[config.mk]
export PLATFORM = sky130hd
export DESIGN_NAME = ws2811_serial_decoder
export DESIGN_NICKNAME = d
export VERILOG_FILES = /design/src/rtl/ws2811_pkg.sv /design/src/rtl/ws2811_pulse_meter.sv /design/src/rtl/ws2811_serial_decoder.sv
export SDC_FILE = /design/constraint.sdc
export NUM_CORES = 1
export LEC_CHECK = 0
export ABC_AREA = 1
export CAP_MARGIN = 20
export CORE_UTILIZATION = 58
export DETAILED_ROUTE_END_ITERATION = 8
export PLACE_DENSITY = 0.82
export SKIP_LAST_GASP = 1
export SLEW_MARGIN = 30
export SYNTH_ARGS = -nofsm -noshare
export SYNTH_HDL_FRONTEND = slang
export SYNTH_SLANG_ARGS = --single-unit
export TNS_END_PERCENT = 20
[constraint.sdc]
create_clock -name clk -period 3.1 [get_ports clk]
set_input_delay 0.62 -clock clk [delete_from_list [all_inputs] [get_ports clk]]
set_output_delay 0.62 -clock clk [all_outputs]
set_load 0.1 [all_outputs]
[src/rtl/ws2811_pkg.sv]
// ws2811_pkg: WS2811 timing defaults and word width shared by TX and RX.
package ws2811_pkg;
  localparam int BIT_THRESHOLD = 25;
  localparam int MIN_HIGH      = 5;
  localparam int MAX_HIGH      = 60;
  localparam int RESET_CYCLES  = 2500;
  localparam int MAX_LEDS      = 255;
  localparam int WORD_W        = 24;
  typedef logic [WORD_W-1:0] word_t;
endpackage

[src/rtl/ws2811_pulse_meter.sv]
// ws2811_pulse_meter: synchronises the line and measures high-pulse widths and low gaps.
module ws2811_pulse_meter
  import ws2811_pkg::*;
#(
  parameter int P_MIN_HIGH     = MIN_HIGH,
  parameter int P_MAX_HIGH     = MAX_HIGH,
  parameter int P_RESET_CYCLES = RESET_CYCLES
) (
  input  logic clk,
  input  logic rst_n,
  input  logic i_serial,
  input  logic i_in_frame,
  output logic o_sync,
  output logic o_rise,
  output logic o_pulse_done,
  output logic o_glitch,
  output logic [$clog2(P_MAX_HIGH+2)-1:0] o_pulse_width,
  output logic o_over,
  output logic o_gap_seen
);
  localparam int HW = $clog2(P_MAX_HIGH + 2);
  localparam int LW = $clog2(P_RESET_CYCLES + 1);
  logic [1:0] r_sync;
  logic r_prev;
  logic [HW-1:0] r_high_cnt;
  logic [LW-1:0] r_low_cnt;
  logic w_line, w_rise, w_fall, w_short;
  assign w_line  = r_sync[1];
  assign w_rise  = w_line & ~r_prev;
  assign w_fall  = ~w_line & r_prev;
  assign w_short = r_high_cnt < HW'(P_MIN_HIGH);
  always_ff @(posedge clk or negedge rst_n)
    if (!rst_n) begin
      r_sync     <= '0;
      r_prev     <= 1'b0;
      r_high_cnt <= '0;
      r_low_cnt  <= '0;
    end else begin
      r_sync     <= {r_sync[0], i_serial};
      r_prev     <= w_line;
      r_high_cnt <= w_rise ? HW'(1) :
                    (w_line && r_high_cnt <= HW'(P_MAX_HIGH)) ? r_high_cnt + HW'(1) : r_high_cnt;
      // inside a frame a high (or a dropped glitch) freezes the gap count instead of clearing it
      r_low_cnt  <= w_line ? (i_in_frame ? r_low_cnt : '0) :
                    w_fall ? (w_short ? r_low_cnt : LW'(1)) :
                    (r_low_cnt < LW'(P_RESET_CYCLES)) ? r_low_cnt + LW'(1) : r_low_cnt;
    end
  assign o_sync        = w_line;
  assign o_rise        = w_rise;
  assign o_pulse_done  = w_fall & ~w_short;
  assign o_glitch      = w_fall & w_short;
  assign o_pulse_width = r_high_cnt;
  assign o_over        = w_line & (r_high_cnt > HW'(P_MAX_HIGH));
  assign o_gap_seen    = ~w_line & (r_low_cnt == LW'(P_RESET_CYCLES));
endmodule

[src/rtl/ws2811_serial_decoder.sv]
// ws2811_serial_decoder: decodes a WS2811 line into 24-bit LED words and frame-latch events.
module ws2811_serial_decoder
  import ws2811_pkg::*;
#(
  parameter int P_BIT_THRESHOLD = BIT_THRESHOLD,
  parameter int P_MIN_HIGH      = MIN_HIGH,
  parameter int P_MAX_HIGH      = MAX_HIGH,
  parameter int P_RESET_CYCLES  = RESET_CYCLES,
  parameter int P_MAX_LEDS      = MAX_LEDS
) (
  input  logic clk,
  input  logic rst_n,
  input  logic i_enable,
  input  logic i_serial,
  output logic [WORD_W-1:0] o_word,
  output logic [$clog2(P_MAX_LEDS+1)-1:0] o_word_index,
  output logic o_word_valid,
  output logic o_frame_done,
  output logic [$clog2(P_MAX_LEDS+1)-1:0] o_frame_leds,
  output logic o_frame_partial,
  output logic o_error,
  output logic o_db_serial
);
  localparam logic [1:0] S_WAIT_GAP = 2'd0, S_IDLE = 2'd1, S_HIGH = 2'd2, S_LOW = 2'd3;
  localparam int HW = $clog2(P_MAX_HIGH + 2);
  localparam int CW = $clog2(P_MAX_LEDS + 1);
  localparam int BW = $clog2(WORD_W + 1);
  logic [1:0] r_state, w_state_nxt;
  word_t r_sreg, r_word;
  logic [BW-1:0] r_bit_cnt;
  logic [CW-1:0] r_led_cnt, r_word_index, r_frame_leds;
  logic r_word_valid, r_frame_done, r_frame_partial, r_error;
  logic w_sync, w_rise, w_pulse_done, w_glitch, w_over, w_gap;
  logic [HW-1:0] w_width;
  logic w_in_frame, w_gap_end, w_frame_fire, w_clear, w_shift, w_word_out, w_long, w_ovf;
  ws2811_pulse_meter #(
    .P_MIN_HIGH(P_MIN_HIGH),
    .P_MAX_HIGH(P_MAX_HIGH),
    .P_RESET_CYCLES(P_RESET_CYCLES)
  ) u_meter (
    .clk(clk),
    .rst_n(rst_n),
    .i_serial(i_serial),
    .i_in_frame(w_in_frame),
    .o_sync(w_sync),
    .o_rise(w_rise),
    .o_pulse_done(w_pulse_done),
    .o_glitch(w_glitch),
    .o_pulse_width(w_width),
    .o_over(w_over),
    .o_gap_seen(w_gap)
  );
  assign w_in_frame = (r_state == S_HIGH) || (r_state == S_LOW);
  always_comb
    w_state_nxt = !i_enable              ? S_WAIT_GAP :
                  (r_state == S_WAIT_GAP) ? (w_gap ? S_IDLE : S_WAIT_GAP) :
                  (r_state == S_IDLE)     ? (w_rise ? S_HIGH : S_IDLE) :
                  (r_state == S_HIGH)     ? (w_over ? S_WAIT_GAP : (w_pulse_done || w_glitch) ? S_LOW : S_HIGH) :
                  (w_gap ? S_IDLE : w_rise ? S_HIGH : S_LOW);
  assign w_gap_end    = i_enable && (r_state == S_LOW) && w_gap;
  assign w_frame_fire = w_gap_end && (r_led_cnt != '0 || r_bit_cnt != '0);
  assign w_clear      = (w_state_nxt == S_WAIT_GAP) || w_gap_end;
  assign w_shift      = !w_clear && (r_state == S_HIGH) && w_pulse_done;
  assign w_word_out   = !w_clear && (r_bit_cnt == BW'(WORD_W));
  assign w_long       = i_enable && (r_state == S_HIGH) && w_over;
  assign w_ovf        = w_word_out && (r_led_cnt == CW'(P_MAX_LEDS));
  // UC half: bit shifting and word assembly
  always_ff @(posedge clk or negedge rst_n)
    if (!rst_n) begin
      r_sreg       <= '0;
      r_bit_cnt    <= '0;
      r_led_cnt    <= '0;
      r_word       <= '0;
      r_word_index <= '0;
      r_word_valid <= 1'b0;
    end else begin
      r_word_valid <= w_word_out;
      if (w_clear) begin
        r_bit_cnt <= '0;
        r_led_cnt <= '0;
      end else if (w_shift) begin
        r_sreg    <= {r_sreg[WORD_W-2:0], w_width >= HW'(P_BIT_THRESHOLD)};
        r_bit_cnt <= r_bit_cnt + BW'(1);
      end else if (w_word_out) begin
        r_word       <= r_sreg;
        r_word_index <= r_led_cnt;
        r_led_cnt    <= (r_led_cnt == CW'(P_MAX_LEDS)) ? r_led_cnt : r_led_cnt + CW'(1);
        r_bit_cnt    <= '0;
      end
    end
  // FD half: state, latch-gap reporting and sticky error
  always_ff @(posedge clk or negedge rst_n)
    if (!rst_n) begin
      r_state         <= S_WAIT_GAP;
      r_frame_done    <= 1'b0;
      r_frame_leds    <= '0;
      r_frame_partial <= 1'b0;
      r_error         <= 1'b0;
    end else begin
      r_state      <= w_state_nxt;
      r_frame_done <= w_frame_fire;
      r_error      <= w_frame_fire ? 1'b0 : (r_error || w_long || w_ovf);
      if (w_frame_fire) begin
        r_frame_leds    <= r_led_cnt;
        r_frame_partial <= r_bit_cnt != '0;
      end
    end
  assign o_word          = r_word;
  assign o_word_index    = r_word_index;
  assign o_word_valid    = r_word_valid;
  assign o_frame_done    = r_frame_done;
  assign o_frame_leds    = r_frame_leds;
  assign o_frame_partial = r_frame_partial;
  assign o_error         = r_error;
  assign o_db_serial     = w_sync;
endmodule
==> Yosys cells after proc, flatten, opt, wreduce, memory -nomap -nowiden <==
Index checks and enable logic that the tools add are counted.
{ "word_totals": {"reg_bits": 104, "in_bits": 4, "output_inout_bits": 45} }
{ "classes": {"add_sub_neg": 4, "n_lt_le_gt_ge": 5, "n_eq_ne": 10, "mux": 25, "bitwise": 11, "n_reduce_logical": 29} }
{ "ops": {"columns": ["op", "count"], "rows": [
  ["two-way mux 12 bit", 5],
  ["two-way mux 8 bit", 4],
  ["two-way mux 5 bit", 3],
  ["two-way mux 2 bit", 7],
  ["adder 12 x 1 -> 12 bit, second input constant", 1],
  ["== test 12 bit, second input constant", 1],
  ["< comparator 12 bit, second input constant", 1],
  ["two-way mux 6 bit", 2],
  ["logical AND 1 bit", 10],
  ["AND reduction 3 bit", 3],
  ["adder 8 x 1 -> 8 bit, second input constant", 1],
  ["== test 8 bit, second input constant", 1],
  ["nonzero test 8 bit", 1],
  ["adder 6 x 1 -> 6 bit, second input constant", 1],
  ["bitwise AND 1 bit", 6],
  [">= comparator 6 x 5 -> 1 bit, second input constant", 1],
  ["greater-than comparator 6 bit, second input constant", 1],
  ["<= comparator 6 bit, second input constant", 1],
  ["logical OR 1 bit", 6],
  ["< comparator 6 x 3 -> 1 bit, second input constant", 1],
  ["inequality test 2 bit, second input constant", 3],
  ["nonzero test 3 bit", 2],
  ["adder 5 x 1 -> 5 bit, second input constant", 1],
  ["== test 5 bit, second input constant", 1],
  ["10 further kinds", 20]
]} }

==> Longest topological paths before layout <==
{ "depth": {"ltp_word": 17, "mapped_depth": 14, "ltp_nobuf": 13} }

==> Hierarchy <==
Synthesis repeated with hierarchy kept, for this count alone.
{ "hier_totals": {"hier_cells": 620, "area_unflattened_um2": 5049.8} }
{ "by_module_without_submodules": {"columns": ["module", "instances", "cells_per_inst", "area_per_inst_um2", "seq_area_each_um2"], "rows": [
  ["ws2811_serial_decoder", 1, 415, 3643.5, 2077.0],
  ["ws2811_pulse_meter", 1, 205, 1406.3, 525.5]
]} }

==> Worst setup path before layout <==
No wires, ideal clock.
{ "synth_timing": {"path_type": "register to register", "start": "reg u_meter.r_sync[1]", "end": "reg u_meter.r_high_cnt[4] (netlist: u_meter.o_pulse_width[4])", "t_arrival_ns": 2.177, "t_required_ns": 2.969, "slack_ns": 0.793, "path_stages_with_launch": 10, "path_buffers": 2, "period_less_slack_ns": 2.307, "path_cell_list": "dfrtp_1 > buf_4 > inv_2 > buf_2 > nor2_1 > inv_1 > nand2_1 > nand2_1 > o21ai_0 > a2bb2oi_1"} }
{ "synth_between": {"elab_chain_len": 2, "word_cells_on_any_way": 4} }
{ "synth_lines": {"columns": ["element", "line_no", "text"], "rows": [
  ["from (decl)", "ws2811_pulse_meter.sv:23", "logic [1:0] r_sync;"],
  ["from (signal assigned)", "ws2811_pulse_meter.sv:39", "r_sync <= {r_sync[0], i_serial};"],
  ["bitwise AND 1 bit or logical AND 1 bit (tied branches)", "ws2811_pulse_meter.sv:29, ws2811_pulse_meter.sv:42", null],
  ["two-way mux 6 bit or nonzero test 2 bit (tied branches)", null, null],
  ["to (signal assigned)", "ws2811_pulse_meter.sv:41", "r_high_cnt <= w_rise ? HW'(1) :"],
  ["to (decl)", "ws2811_pulse_meter.sv:25", "logic [HW-1:0] r_high_cnt;"]
]} }
Parallel ways exist; a longest one is shown, timed or not.
A chain may end at the register's enable or synchronous reset.

==> Final worst setup path <==
{ "layout_timing": {"start": "reg u_meter.r_high_cnt[0] (netlist: u_meter.o_pulse_width[0])", "end": "reg r_word_index[0] (netlist: o_word_index[0])"} }
{ "layout_between": {"elab_chain_len": 17, "word_cells_on_any_way": 22} }
{ "layout_lines": {"columns": ["element", "line_no", "text"], "rows": [
  ["< comparator 6 x 3 -> 1 bit", "ws2811_pulse_meter.sv:31", "assign w_short = r_high_cnt < HW'(P_MIN_HIGH);"],
  ["NOT 1 bit", "ws2811_pulse_meter.sv:50", "assign o_pulse_done = w_fall & ~w_short;"],
  ["bitwise AND 1 bit", "ws2811_pulse_meter.sv:50", null],
  ["logical OR 1 bit", "ws2811_serial_decoder.sv:58", "(r_state == S_HIGH) ? (w_over ? S_WAIT_GAP : (w_pulse_done || w_glitch) ? S_LOW : S_HIGH) :"],
  ["two-way mux 1 bit", "ws2811_serial_decoder.sv:58", null],
  ["two-way mux 2 bit (2 in a row)", "ws2811_serial_decoder.sv:58", null],
  ["two-way mux 2 bit", "ws2811_serial_decoder.sv:57", "(r_state == S_IDLE) ? (w_rise ? S_HIGH : S_IDLE) :"],
  ["two-way mux 2 bit", "ws2811_serial_decoder.sv:56", "(r_state == S_WAIT_GAP) ? (w_gap ? S_IDLE : S_WAIT_GAP) :"],
  ["two-way mux 2 bit", "ws2811_serial_decoder.sv:55", "w_state_nxt = !i_enable ? S_WAIT_GAP :"],
  ["zero test 2 bit", "ws2811_serial_decoder.sv:62", "assign w_clear = (w_state_nxt == S_WAIT_GAP) || w_gap_end;"],
  ["logical OR 1 bit", "ws2811_serial_decoder.sv:62", null],
  ["zero test 1 bit", "ws2811_serial_decoder.sv:63, ws2811_serial_decoder.sv:64", null],
  ["logical AND 1 bit (2 in a row)", "ws2811_serial_decoder.sv:63", "assign w_shift = !w_clear && (r_state == S_HIGH) && w_pulse_done;"],
  ["NOT 1 bit (no line)", null, null],
  ["AND reduction 3 bit (no line) *", null, null],
  ["to (signal assigned)", "ws2811_serial_decoder.sv:86", "r_word_index <= r_led_cnt;"],
  ["to (decl)", "ws2811_serial_decoder.sv:31", "logic [CW-1:0] r_led_cnt, r_word_index, r_frame_leds;"]
]} }
Mark *: on every way between the ends. The rest lies on a longest branch, timed or not.

==> results.py <==
metrics = {
    "sta": {
        "tightest_slew_ns": 0.650,
        "timing_hold_violations_final": 0,
        "rsz0062_at_grt": "false",
        "relSlewSlack": 0.567,
        "setup_violations": 0,
        "clock_skew_ns": 0.00895,
        "fin_crit_ns": 2.37,
        "slew_viol_final": 0,
        "setup_tns_ns": 0,
        "fmaxAchievable_mhz": 423,
        "fin_crit_sh": 0.763,
    },
    "power_and_ir_drop": {
        "switching_share": 0.245,
        "p_seq_frac": 0.583,
        "clkPwrFrac": 0.359,
        "power.switching_w": 0.000589,
        "power_density_mw_per_mm2": 426,
        "internal-power_w": 0.00182,
        "p_comb_frac": 0.058,
        "irDropWorstVdd_mv": 0.267,
        "p_leak_nw": 3.06,
    },
    "grt": {
        "grt_use_total": 0.245,
        "grt_pass1_wl_um": 17300,
        "grt-ovfl-total": 0,
        "grt_max_degree": 52,
        "grt_pass1_vias": 3851,
        "antenna_found_initial": 0,
    },
    "cts": {
        "cts_buffers": 9,
        "h-tree-depth": 3,
        "cts_tree": "done",
        "cts_sinks": 104,
        "path_clk_slew_ns": 0.09,
        "ctsHoldBuffers": 0,
        "cts_max_path_buffers": 2,
        "cts_setup_buffers": 0,
        "insertion_delay_ns": 0.36,
        "cts-resized-gates": 0,
        "cts_root_buf": "clkbuf_8",
    },
    "synthesis": {
        "netlist_area_sq_mm": 0.00501,
        "synth_fa_ha_area_frac": 0.0250,
        "syn_nets": 626,
        "netlist.area_leader.share": 0.519,
        "synth_seq_cells": 104,
        "synth_edf_count": 0,
        "yosys.area.top_type": "dfrtp_1",
        "ys_top_cells_by_count": "nand2_1 (199), dfrtp_1 (104), nand3_1 (63)",
        "synth_area_leaders": "dfrtp_1 (52%), nand2_1 (15%), nand3_1 (6.3%)",
        "synth_top_family_by_area": "simple AND/OR/NAND/NOR gates",
        "syn_inst": 612,
        "muxShareOfSynthArea": 0,
        "synthArstFlopShare": 1.00,
        "syn_area_per_cell_sq_um": 8.19,
        "yosysSeqAreaShare": 0.519,
        "synthSimpleGateAreaFrac": 0.298,
        "yosys.cell_count.top_type": "nand2_1",
        "synth_compound_area_frac": 0.0746,
        "synthFlopType": "dfrtp_1",
        "yosys_warnings": 0,
        "synth.distinct_cells": 33,
        "synthXorXnorAreaFrac": 0.0140,
    },
    "final_layout": {
        "drive_above_1_share": 0.149,
        "final_nets": 667,
        "fin_cells": 763,
        "syn2layout_area_growth_pct": 12.5,
        "fillCellCount": 664,
        "insertedDiodeCount": 0,
    },
    "worst_setup_path": {
        "worstPathMaxFanout": 32,
        "max_stage_delay_ns": 0.45,
        "cp_data_arrival_time_ns": 2.67,
        "cpMaxStageDelayCell": "nand3_2",
        "path_common_cell": "nand2_1",
        "worst_setup_path_start_kind": "register",
        "crit_chain": "inv_1 -> ha_1 -> inv_1 -> nand2_1 -> nand3_1 -> nand3_2 -> inv_2 -> nor2_2 -> nand2_2 -> nand2_1 -> nand2_1",
        "cp_num_buf_inv": 3,
        "crit_type": "reg -> reg",
        "crit_path_end_kind": "register",
        "cp.required_ns": 3.40,
        "crit_family": "simple AND/OR/NAND/NOR gates",
    },
    "routing": {
        "drcViolationCount": 0,
        "vias": 4118,
        "wl_per_cell_um": 13.1,
        "drt-initial-drc-count": 193,
        "wl_um": 10000,
        "drt_first_pass_iters": 5,
        "ant_nets": 0,
        "drt-vias-per-instance": 5.40,
    },
    "die": {
        "num_rows": 33,
        "design.die.area_sq_mm": 0.00902,
        "design.core.area_sq_mm": 0.00830,
        "initial_utilization": 0.604,
        "die_x_um": 95.0,
        "ios": 49,
        "die_y_um": 95.0,
    },
    "place": {
        "gp_congestion": 0.898,
        "dp_cells": 747,
        "place_hpwl_um": 6940,
        "portBuffers": 48,
    },
    "status": {
        "status": "complete, no violations",
    },
    "run": {
        "cap_violations": 0,
    },
    "min_path": {
        "hp-class": "in -> async",
    },
}
==> layout by cell type, fill, tap and decap left out, types with 3 or more instances in the layout <==
cell / n
o21ai_0: 38
nor3_1: 6
nand4_1: 12
a21oi_1: 8
inv_2: 7
nand3b_1: 4
dfrtp_1: 104
xor2_1: 8
nor2_4: 3
clkbuf_8: 10
buf_4: 51
ha_1: 10
nand2_1: 199
nand2_2: 13
nor2_1: 35
inv_1: 45
nand3_1: 63
o21ai_1: 18
==> cell type report <==
cell class              count  area, sq um  share of cell area
clock buffers              10          138              0.0244
clock inverters             6         67.6              0.0120
inverters                  52          195              0.0346
multi-input cells         431         2070               0.366
flip-flops and latches    104         2600               0.461
well taps                 105          131              0.0233
repair buffers             55          443              0.0785
==> sequential cells by signal (all words and copies together) (netlist names) <==
signal,count
o_word_index,8
o_error,1
u_meter.o_pulse_width,6
r_led_cnt,8
o_frame_partial,1
o_word_valid,1
u_meter.r_prev,1
r_state,2
r_bit_cnt,5
r_sreg,24
u_meter.r_low_cnt,12
o_word,24
u_meter.r_sync,2
o_frame_leds,8
o_frame_done,1
==> cells by family (layout without fill, tap and decap cells) <==
| family | Yosys count | count (layout) |
|---|---|---|
| xor gates and xnor gates | 8 | 8 |
| AOI/OAI and AO/OA | 71 | 71 |
| buffers and inverters | 77 | 123 |
| adders and majority gates | 10 | 10 |
| DFF | 104 | 104 |
| and+or+nand+nor | 342 | 342 |
==> path summary, 6_finish.rpt <==
kind / start / end / slack, ns / depth (start not counted)
hold / removal: rst_n / o_word_index[3] / 0.27 / 1
max in group asynchronous: rst_n / o_word[7] / 2.09 / 2
setup / recovery: u_meter.o_pulse_width[0] / o_word_index[0] / 0.73 / 11
hold reg to reg: u_meter.r_sync[0] / u_meter.r_sync[1] / 0.37 / 0
setup reg to reg: u_meter.o_pulse_width[0] / o_word_index[0] / 0.73 / 11
min in group clk: u_meter.r_sync[0] / u_meter.r_sync[1] / 0.37 / 0
==> per-layer routing <==
metal | wire [um] | vias to the layer above | GRT usage
li1 | - | 2041 | -
met1 | 4630 | 1952 | 0.337
met2 | 4820 | 115 | 0.399
met3 | 457 | 10 | 0.0435
met4 | 111 | 0 | 0.0720
met5 | 0 | - | 0
==> through the flow <==
stage                     setup WS [ns]  area (sq um)  total power, W   util  hold WS, ns
after floorplan                   0.793          5010         0.00151      -        0.324
after global placement            0.746          5440         0.00157  0.655        0.340
after detailed placement          0.647          5440         0.00157  0.655        0.347
after CTS                         0.702          5640         0.00243  0.680        0.290
after global routing              0.484          5640         0.00251  0.680        0.322
final                             0.734          5640         0.00240  0.680        0.275
==> power by group through the flow <==
stage	logic (W)	clock network (W)	registers, W
after floorplan	0.0000855	0	0.00143
after global placement	0.000139	0	0.00143
after detailed placement	0.000143	0	0.00143
after CTS	0.000144	0.000883	0.00140
after global routing	0.000165	0.000944	0.00141
final	0.000140	0.000863	0.00140
Power figures use the tool's default switching activity.
